**config.mk**
```make
export PLATFORM = sky130hd
export DESIGN_NAME = sha256_core_flat
export DESIGN_NICKNAME = d
export VERILOG_FILES = /design/src/rtl/sha256_if.sv /design/src/rtl/sha256_core.sv /design/src/flat_wrapper.sv
export SDC_FILE = /design/constraint.sdc
export NUM_CORES = 2
export LEC_CHECK = 0
export ABC_AREA = 1
export BUFFER_PORTS_ARGS = -buffer_cell sky130_fd_sc_hd__buf_4
export CORE_ASPECT_RATIO = 0.6
export CORE_MARGIN = 3
export CORE_UTILIZATION = 55
export CTS_BUF_LIST = sky130_fd_sc_hd__clkbuf_16
export DETAILED_ROUTE_END_ITERATION = 10
export PLACE_DENSITY = 0.76
export SETUP_SLACK_MARGIN = 0.2
export SLEW_MARGIN = 20
export SYNTH_ARGS = -nofsm -noshare
export SYNTH_HDL_FRONTEND = slang
export SYNTH_SLANG_ARGS = --single-unit
```
**constraint.sdc**
```tcl
create_clock -name clk -period 11.8 [get_ports clk]
set_input_delay 0.59 -clock clk [delete_from_list [all_inputs] [get_ports clk]]
set_output_delay 0.59 -clock clk [all_outputs]
set_load 0.02 [all_outputs]
```
**src/rtl/sha256_if.sv**
```systemverilog
`default_nettype none
// ============================================================================
//  Module   : sha256_if
//  Purpose  : Handshake/data bundle between a hashing controller and the
//             SHA-256 compression core.
//  Revision : 1.0  initial release
// ============================================================================
interface sha256_if;
  logic         start;
  logic [255:0] start_state;
  logic [511:0] input_message;
  logic [255:0] result;
  logic         done;

  // Controller side: issues jobs, consumes the digest
  modport master (output start, output start_state, output input_message,
                  input  result, input  done);

  // Core side: accepts jobs, produces the digest
  modport slave  (input  start, input  start_state, input  input_message,
                  output result, output done);
endinterface
`default_nettype wire

```
**src/rtl/sha256_core.sv**
```systemverilog
`default_nettype none
// ============================================================================
//  Module   : sha256_core
//  Purpose  : Single-block SHA-256 compression, one round per clock. Loads a
//             chaining state and a padded 512-bit block on start, runs 64
//             rounds, then adds the latched input state back in.
//  Revision : 1.0  initial release
// ============================================================================
module sha256_core (
  input  wire logic clk,
  input  wire logic rst,     // asynchronous, active-low
  sha256_if.slave   bus
);

  localparam logic [1:0] ST_IDLE = 2'd0;
  localparam logic [1:0] ST_RUN  = 2'd1;
  localparam logic [1:0] ST_DONE = 2'd2;

  // K[0] sits in the most significant word, so K[t] = K_TAB[63-t]
  localparam logic [63:0][31:0] K_TAB = {
    32'h428a2f98, 32'h71374491, 32'hb5c0fbcf, 32'he9b5dba5, 32'h3956c25b, 32'h59f111f1, 32'h923f82a4, 32'hab1c5ed5,
    32'hd807aa98, 32'h12835b01, 32'h243185be, 32'h550c7dc3, 32'h72be5d74, 32'h80deb1fe, 32'h9bdc06a7, 32'hc19bf174,
    32'he49b69c1, 32'hefbe4786, 32'h0fc19dc6, 32'h240ca1cc, 32'h2de92c6f, 32'h4a7484aa, 32'h5cb0a9dc, 32'h76f988da,
    32'h983e5152, 32'ha831c66d, 32'hb00327c8, 32'hbf597fc7, 32'hc6e00bf3, 32'hd5a79147, 32'h06ca6351, 32'h14292967,
    32'h27b70a85, 32'h2e1b2138, 32'h4d2c6dfc, 32'h53380d13, 32'h650a7354, 32'h766a0abb, 32'h81c2c92e, 32'h92722c85,
    32'ha2bfe8a1, 32'ha81a664b, 32'hc24b8b70, 32'hc76c51a3, 32'hd192e819, 32'hd6990624, 32'hf40e3585, 32'h106aa070,
    32'h19a4c116, 32'h1e376c08, 32'h2748774c, 32'h34b0bcb5, 32'h391c0cb3, 32'h4ed8aa4a, 32'h5b9cca4f, 32'h682e6ff3,
    32'h748f82ee, 32'h78a5636f, 32'h84c87814, 32'h8cc70208, 32'h90befffa, 32'ha4506ceb, 32'hbef9a3f7, 32'hc67178f2
  };

  function automatic logic [31:0] ror(input logic [31:0] x, input int unsigned n);
    ror = (x >> n) | (x << (32 - n));
  endfunction

  function automatic logic [31:0] big_s0(input logic [31:0] x);
    big_s0 = ror(x, 2) ^ ror(x, 13) ^ ror(x, 22);
  endfunction

  function automatic logic [31:0] big_s1(input logic [31:0] x);
    big_s1 = ror(x, 6) ^ ror(x, 11) ^ ror(x, 25);
  endfunction

  function automatic logic [31:0] small_s0(input logic [31:0] x);
    small_s0 = ror(x, 7) ^ ror(x, 18) ^ (x >> 3);
  endfunction

  function automatic logic [31:0] small_s1(input logic [31:0] x);
    small_s1 = ror(x, 17) ^ ror(x, 19) ^ (x >> 10);
  endfunction

  // Word 7 = a/H0 ... word 0 = h/H7, matching the 256-bit port layout.
  // Schedule window: word 15 = W[t] (oldest) ... word 0 = W[t+15].
  logic [1:0]        state_q, state_d;
  logic [6:0]        round_q, round_d;
  logic [7:0][31:0]  work_q, work_d;
  logic [7:0][31:0]  h_in_q, h_in_d;
  logic [15:0][31:0] w_q, w_d;
  logic [255:0]      result_q, result_d;
  logic              done_q, done_d;

  logic              load, do_round, do_final;
  logic [31:0]       t1, t2, w_next, k_t;
  logic [7:0][31:0]  final_sum;

  // State register; reset aborts any job in progress
  always_ff @(posedge clk or negedge rst) begin
    if (!rst) state_q <= ST_IDLE;
    else      state_q <= state_d;
  end

  // Next state: start wins from any state; RUN ends after the finalise edge
  always_comb begin
    state_d = state_q;
    if (bus.start) begin
      state_d = ST_RUN;
    end else begin
      case (state_q)
        ST_RUN:  if (round_q[6]) state_d = ST_DONE;
        default: state_d = state_q;
      endcase
    end
  end

  // FSM outputs: datapath controls
  always_comb begin
    load     = bus.start;
    do_round = !bus.start && (state_q == ST_RUN) && !round_q[6];
    do_final = !bus.start && (state_q == ST_RUN) &&  round_q[6];
  end

  // Round function and on-the-fly message expansion
  always_comb begin
    k_t    = K_TAB[6'd63 - round_q[5:0]];
    t1     = work_q[0] + big_s1(work_q[3])
           + ((work_q[3] & work_q[2]) ^ (~work_q[3] & work_q[1]))
           + k_t + w_q[15];
    t2     = big_s0(work_q[7])
           + ((work_q[7] & work_q[6]) ^ (work_q[7] & work_q[5]) ^ (work_q[6] & work_q[5]));
    w_next = small_s1(w_q[1]) + w_q[6] + small_s0(w_q[14]) + w_q[15];
    for (int i = 0; i < 8; i++) final_sum[i] = h_in_q[i] + work_q[i];
  end

  // Datapath next-state: load on start, one round per RUN edge, then finalise
  always_comb begin
    round_d  = round_q;
    work_d   = work_q;
    h_in_d   = h_in_q;
    w_d      = w_q;
    result_d = result_q;
    done_d   = done_q;
    if (load) begin
      work_d  = bus.start_state;
      h_in_d  = bus.start_state;
      w_d     = bus.input_message;
      round_d = 7'd0;
      done_d  = 1'b0;
    end else if (do_round) begin
      work_d  = {t1 + t2, work_q[7], work_q[6], work_q[5],
                 work_q[4] + t1, work_q[3], work_q[2], work_q[1]};
      w_d     = {w_q[14:0], w_next};
      round_d = round_q + 7'd1;
    end else if (do_final) begin
      result_d = final_sum;
      done_d   = 1'b1;
    end
  end

  // Datapath registers
  always_ff @(posedge clk or negedge rst) begin
    if (!rst) begin
      round_q  <= '0;
      work_q   <= '0;
      h_in_q   <= '0;
      w_q      <= '0;
      result_q <= '0;
      done_q   <= 1'b0;
    end else begin
      round_q  <= round_d;
      work_q   <= work_d;
      h_in_q   <= h_in_d;
      w_q      <= w_d;
      result_q <= result_d;
      done_q   <= done_d;
    end
  end

  assign bus.result = result_q;
  assign bus.done   = done_q;

endmodule
`default_nettype wire

```
**src/flat_wrapper.sv**
```systemverilog
// flat-port wrapper written by rule: the top's interface ports become plain ports
module sha256_core_flat 
  (clk, rst, bus_start, bus_start_state, bus_input_message, bus_result, bus_done);
  sha256_if bus_i ();
  input  wire logic clk;
  input  wire logic rst;
  input wire logic [$bits(bus_i.start)-1:0] bus_start;
  input wire logic [$bits(bus_i.start_state)-1:0] bus_start_state;
  input wire logic [$bits(bus_i.input_message)-1:0] bus_input_message;
  output wire logic [$bits(bus_i.result)-1:0] bus_result;
  output wire logic [$bits(bus_i.done)-1:0] bus_done;
  assign bus_i.start = bus_start;
  assign bus_i.start_state = bus_start_state;
  assign bus_i.input_message = bus_input_message;
  assign bus_result = bus_i.result;
  assign bus_done = bus_i.done;
  sha256_core u_core (.clk(clk), .rst(rst), .bus(bus_i));
endmodule
```
-- After elaboration in Yosys (flattened, before gate mapping)
Memories as Yosys holds them, arrays and structs flattened.
Cells that the tools add are included.
- bits in registers: 1290
- memories: 1
- output and inout bits: 257
- input port bits: 771
- logic and storage cells: 114
- memory bits (read-only): 2048
- memory list (memory ; words ; width ; rd ports ; clocked after Yosys merged registers in ; wr ports ; RTL line ; RTL):
    (name not given) ; 64 ; 32 ; 1 ; 0 ; 0 ; sha256_core.sv:93 ; k_t = K_TAB[6'd63 - round_q[5:0]];
- $lt $le $gt $ge: 1
- bitwise operators: 29
- multiplexer cells: 13
- reductions and logical operators: 12
- equal/unequal tests: 2
- add/sub/neg operators: 20
- operators by type and width (cell ; number):
    two-way mux 512 bit ; 2
    adder 32 bit ; 18
    two-way mux 256 bit ; 2
    bitwise XOR 32 bit ; 9
    AND 32 bit ; 5
    two-way mux 32 bit ; 1
    NOT 32 bit ; 1
    OR 10 x 32 -> 32 bit ; 1
    OR 13 x 32 -> 32 bit ; 1
    OR 14 x 32 -> 32 bit ; 1
    OR 15 x 32 -> 32 bit ; 1
    OR 19 x 32 -> 32 bit ; 1
    OR 21 x 32 -> 32 bit ; 1
    OR 25 x 32 -> 32 bit ; 1
    OR 26 x 32 -> 32 bit ; 1
    OR 30 x 32 -> 32 bit ; 1
    OR 7 x 32 -> 32 bit ; 1
    bitwise XOR 32 x 22 -> 32 bit ; 1
    bitwise XOR 32 x 29 -> 32 bit ; 1
    two-way mux 7 bit ; 2
    nonzero test 2 bit ; 4
    adder 7 x 1 -> 7 bit, second input constant ; 1
    < comparator 6 x 7 -> 1 bit, second input constant ; 1
    two-way mux 2 bit ; 3
    other kinds (9) ; 16

-- Longest topological paths before layout
- word-level depth: 10
- mapped depth: 46
- gate-level depth less buffers: 45

-- Least setup slack after synthesis
OpenSTA, ideal clock, no wires.
- kind: reg2reg
- from: register u_core.round_q[1]
- to: register u_core.work_q[255] (netlist bit)
- period minus slack after synthesis: 7032 ps
- slack: 4768 ps
- stages on the path, launching flop included: 41
- required time: 11682 ps
- library setup time: 118 ps
- arrival: 6914 ps
- buffers on the path: 0
- cells stage by stage: dfrtp_1 > inv_1 > ha_1 > nand2_1 > inv_1 > nor2_1 > inv_1 > o21ai_0 > nand2_1 > a32o_1 > fa_1 > inv_1 > fa_1 > fa_1 > inv_1 > ha_1 > inv_1 > fa_1 > (+5 left out) > o21bai_1 > nand3_1 > nand2_1 > xor2_1 > fa_1 > inv_1 > ha_1 > nand2_1 > nor3_1 > inv_1 > nor2_1 > nand2_1 > nand2_1 > nand2_1 > nand2_1 > nand3_1 > nand3_1 > nand2_1
- word-level cells in the longest chain between the ends: 8
- RTL lines (item ; RTL line ; RTL):
    start: declaration ; sha256_core.sv:54 ; logic [6:0] round_q, round_d;
    start signal: assignment ; sha256_core.sv:138 ; round_q <= round_d;
    subtractor 6 bit ; sha256_core.sv:93 ;
    memory (64 x 32 bit) ; -- ;
    two-way mux 32 bit (implied by the code) ; sha256_core.sv:93 ;
    adder 32 bit (2 in series) ; sha256_core.sv:96 ; + k_t + w_q[15];
    adder 32 bit ; sha256_core.sv:118 ; work_d = {t1 + t2, work_q[7], work_q[6], work_q[5],
    two-way mux 256 bit ; sha256_core.sv:117 ; end else if (do_round) begin
    two-way mux 256 bit ; sha256_core.sv:111 ; if (load) begin
    end signal: assignment ; sha256_core.sv:139 ; work_q <= work_d;
    end: declaration ; sha256_core.sv:55 ; logic [7:0][31:0] work_q, work_d;
No other way between the ends. The select of a mux whose other input is x is not followed.
A chain may end at the register's enable or synchronous reset.

-- Final worst setup path
- from: register u_core.round_q[1]
- to: register u_core.work_q[241] (netlist bit)
Same word-level chain as after synthesis.

==> summary.md <==
| Metric | Value |
|---|---|
| Most frequent cells in the layout | `nand2_1, dfrtp_1, inv_1` |
| CP delay by family, top | `adder cells` |
| WP data arrival | `10.44 ns` |
| Die Height | `313 µm` |
| F_max | `0.102 GHz` |
| Worst Tran Pin Value | `1.24 ns` |
| Setup Total Neg Slack | `0 ns` |
| Final period util | `0.829` |
| Die area | `162000 µm²` |
| Final #Nets | `13700` |
| Num CTS Buffers | `121` |
| CP peak stage delay | `0.92 ns` |
| Ys Warns | `0` |
| Placed insts | `14400` |
| Routability Congestion | `1.11` |
| Synth Register Bits | `1290` |
| Vias in the first global route | `84600` |
| Starting density of the core | `0.555` |
| Final Hold Vio Count | `0` |
| CTS tree | `built` |
| Worst R2R End | `u_core.work_q[241]` |
| Max-slew violations | `0` |
| Commonest non-fill, non-tap cell in the layout | `nand2_1` |
| Async SR Flop Fraction | `1.00` |
| Critical Path Source | `u_core.round_q[1]` |
| DRC | `5` |
| Clock Latency Late Sink | `0.81 ns` |
| Critical path buffers and inverters | `3` |
| R2R cell count | `29` |
| Area Overhead vs Synth | `14.6%` |
| # rows | `112` |
| CTS root buf | `clkbuf_16` |
| PortBufs | `1027` |
| CP endpoint | `u_core.work_q[241]` |
| Initial antenna violation count | `38` |
| RSZ-0062 raised after global routing | `no` |
| Post-synth cell types | `63` |
| Fin cells | `14600` |
| Worst path slowest cell | `nor3_1` |
| Die X-Extent | `518 µm` |
| Proportion of layout cells with a drive suffix above 1 | `0.108` |
| Period minus WS final | `9.78 ns` |
| Vias post-DR | `92000` |
| Total GRT Usage | `0.471` |
| Clock Tree Buf Depth | `3` |
| Failing checks | `DRC` |
| Avg Synthesized Cell Area | `7.38 µm²` |
| EDFF count, synth | `0` |
| Max_cap viols | `0` |
| CP Depth | `29` |
| Endpoints failing setup | `0` |
| Status | `finished with violations` |
| Core footprint | `156000 µm²` |
| Prevailing post-synth register cell | `dfrtp_1` |
| CTS resizes | `0` |
| Crit. End Element | `register` |
| Vias per cell | `6.30` |
| Register clock-pin slew on the reported worst setup and hold paths | `0.08 ns` |
| Worst R2R Start | `u_core.round_q[1]` |
| Htree depth | `3` |
| Antenna-violating nets left | `0` |
| DR iter-0 viols | `15700` |
| CP max FO | `13` |
| Worst min path class | `primary input to register` |
| Internal reg-to-reg setup slack | `2.02 ns` |
| Syn Inst Count | `11700` |
| Worst Setup Start Kind | `register` |
| Cell Area, Synth | `86500 µm²` |
| Routed WL per cell | `27.3 µm` |
| First-pass GRT wire length | `568 mm` |
| DP Wirelength | `316 mm` |
| Sink Count | `1290` |
| Seq/Total Area, Yosys | `0.373` |
| I/O pins | `1028` |
| Fin Clk Skew | `0.0505 ns` |
| Syn nets | `13100` |
| Routed WL | `398 mm` |
| Normalized max-slew margin | `0.162` |
| Critical path class | `register to register` |
| TritonRoute pass-1 iters | `11` |
| Worst EP required | `12.46 ns` |
| Largest net degree at the start of global routing | `219` |
| Gr ovfl total | `0` |
==> repair_timing <==
| action | CTS | global route |
|---|---|---|
| buffers inserted | 0 | 0 |
| endpoints found under the hold margin | 132 | 0 |
| hold buffers | 5 | 0 |
==> cells in the mapped netlist (5+ instances only) <==
master	number	area, µm²
o221ai_1	30	263
nor2_2	6	37.5
xor2_1	202	1770
o31ai_1	19	143
nor2_1	1139	4280
clkbuf_1	257	965
nand4_1	111	694
buf_4	16	120
ha_1	389	4870
nor3_1	81	405
nand3_1	422	2110
buf_2	265	1330
nand2_1	3477	13100
o311ai_0	6	52.6
fa_1	195	3900
o211ai_1	119	893
inv_1	1142	4290
nand3b_1	34	255
and3_1	6	37.5
o21bai_1	76	571
xnor2_1	170	1490
a31oi_1	556	3480
or2_2	28	175
a21oi_1	576	2880
a21oi_2	5	43.8
inv_2	9	33.8
o21ai_2	6	52.6
o21a_1	37	278
o21ai_0	654	3270
dfrtp_1	1290	32300
o22ai_1	16	100
buf_1	9	33.8
a21boi_2	5	56.3
o21ai_1	213	1070
a21o_1	59	443
buf_6	7	78.8
a21boi_0	24	180
==> cell families after synthesis <==
| logic type | synth area share |
|---|---|
| AO/OA/AOI/OAI | 0.162 |
| flip-flops | 0.373 |
| AND/OR/NAND/NOR | 0.246 |
| adder cells (fa/ha/maj) | 0.101 |
| XOR/XNOR | 0.0377 |
| buffers and inverters | 0.0793 |
==> sequential cells by signal, indices dropped and copies added, names as in the netlist <==
signal	cells
u_core.round_q	7
u_core.h_in_q	256
u_core.w_q	512
u_core.bus.done	1
u_core.state_q	2
u_core.work_q	256
u_core.bus.result	256
==> per-layer routing <==
metal	wire [µm]	GRT usage	share of wire	vias up
met3	68100	0.227	0.17	1259
li1	-	-	-	39600
met4	18500	0.168	0.046	38
met5	675	0.0256	0.0017	-
met2	151000	0.614	0.38	7267
met1	160000	0.669	0.40	43800
==> worst min-delay path by stage <==
| stage | startpoint | end | slack [ns] | cells after the start |
|---|---|---|---|---|
| after floorplan | rst | u_core.bus.done | 0.29 | 0 |
| after global placement | u_core.bus.result[160] | u_core.bus.result[160] | 0.46 | 2 |
| after global routing | bus_input_message[212] | u_core.w_q[212] | 0.02 | 3 |
| final | bus_input_message[148] | u_core.w_q[148] | 0.03 | 3 |
| after detailed placement | u_core.bus.result[64] | u_core.bus.result[64] | 0.46 | 2 |
| after CTS | bus_input_message[321] | u_core.w_q[321] | 0.002 | 3 |
==> tightest hold or removal path, stage by stage <==
cell      delay [ns]
buf_4           0.08
o211ai_1        0.07
o21ai_0         0.06
==> layout make-up <==
cell class / count / area, µm²
Clock inverter: 107 / 961
Multi-Input combinational cell: 8715 / 47300
Timing Repair Buffer: 1096 / 8440
Fill cell: 13300 / 56800
Clock buffer: 121 / 3030
Antenna cell: 20 / 50.0
Sequential cell: 1290 / 32300
Inverter: 1154 / 4350
Tap cell: 2109 / 2640
==> metrics by stage <==
| step | hold slack, ns | util | cell area, µm² | worst slack, ns |
|---|---|---|---|---|
| floorplan | 0.294 | - | 86500 | 4.77 |
| finish | 0.0290 | 0.636 | 99100 | 2.02 |
| global placement | 0.459 | 0.609 | 94900 | 2.43 |
| CTS | 0.00167 | 0.635 | 99000 | 2.49 |
| detailed placement | 0.460 | 0.609 | 94900 | 2.49 |
| global route | 0.0237 | 0.636 | 99100 | 1.76 |
Power is not shown: default switching activity piles up to over one toggle a cycle in this logic, so the estimate is an artifact.
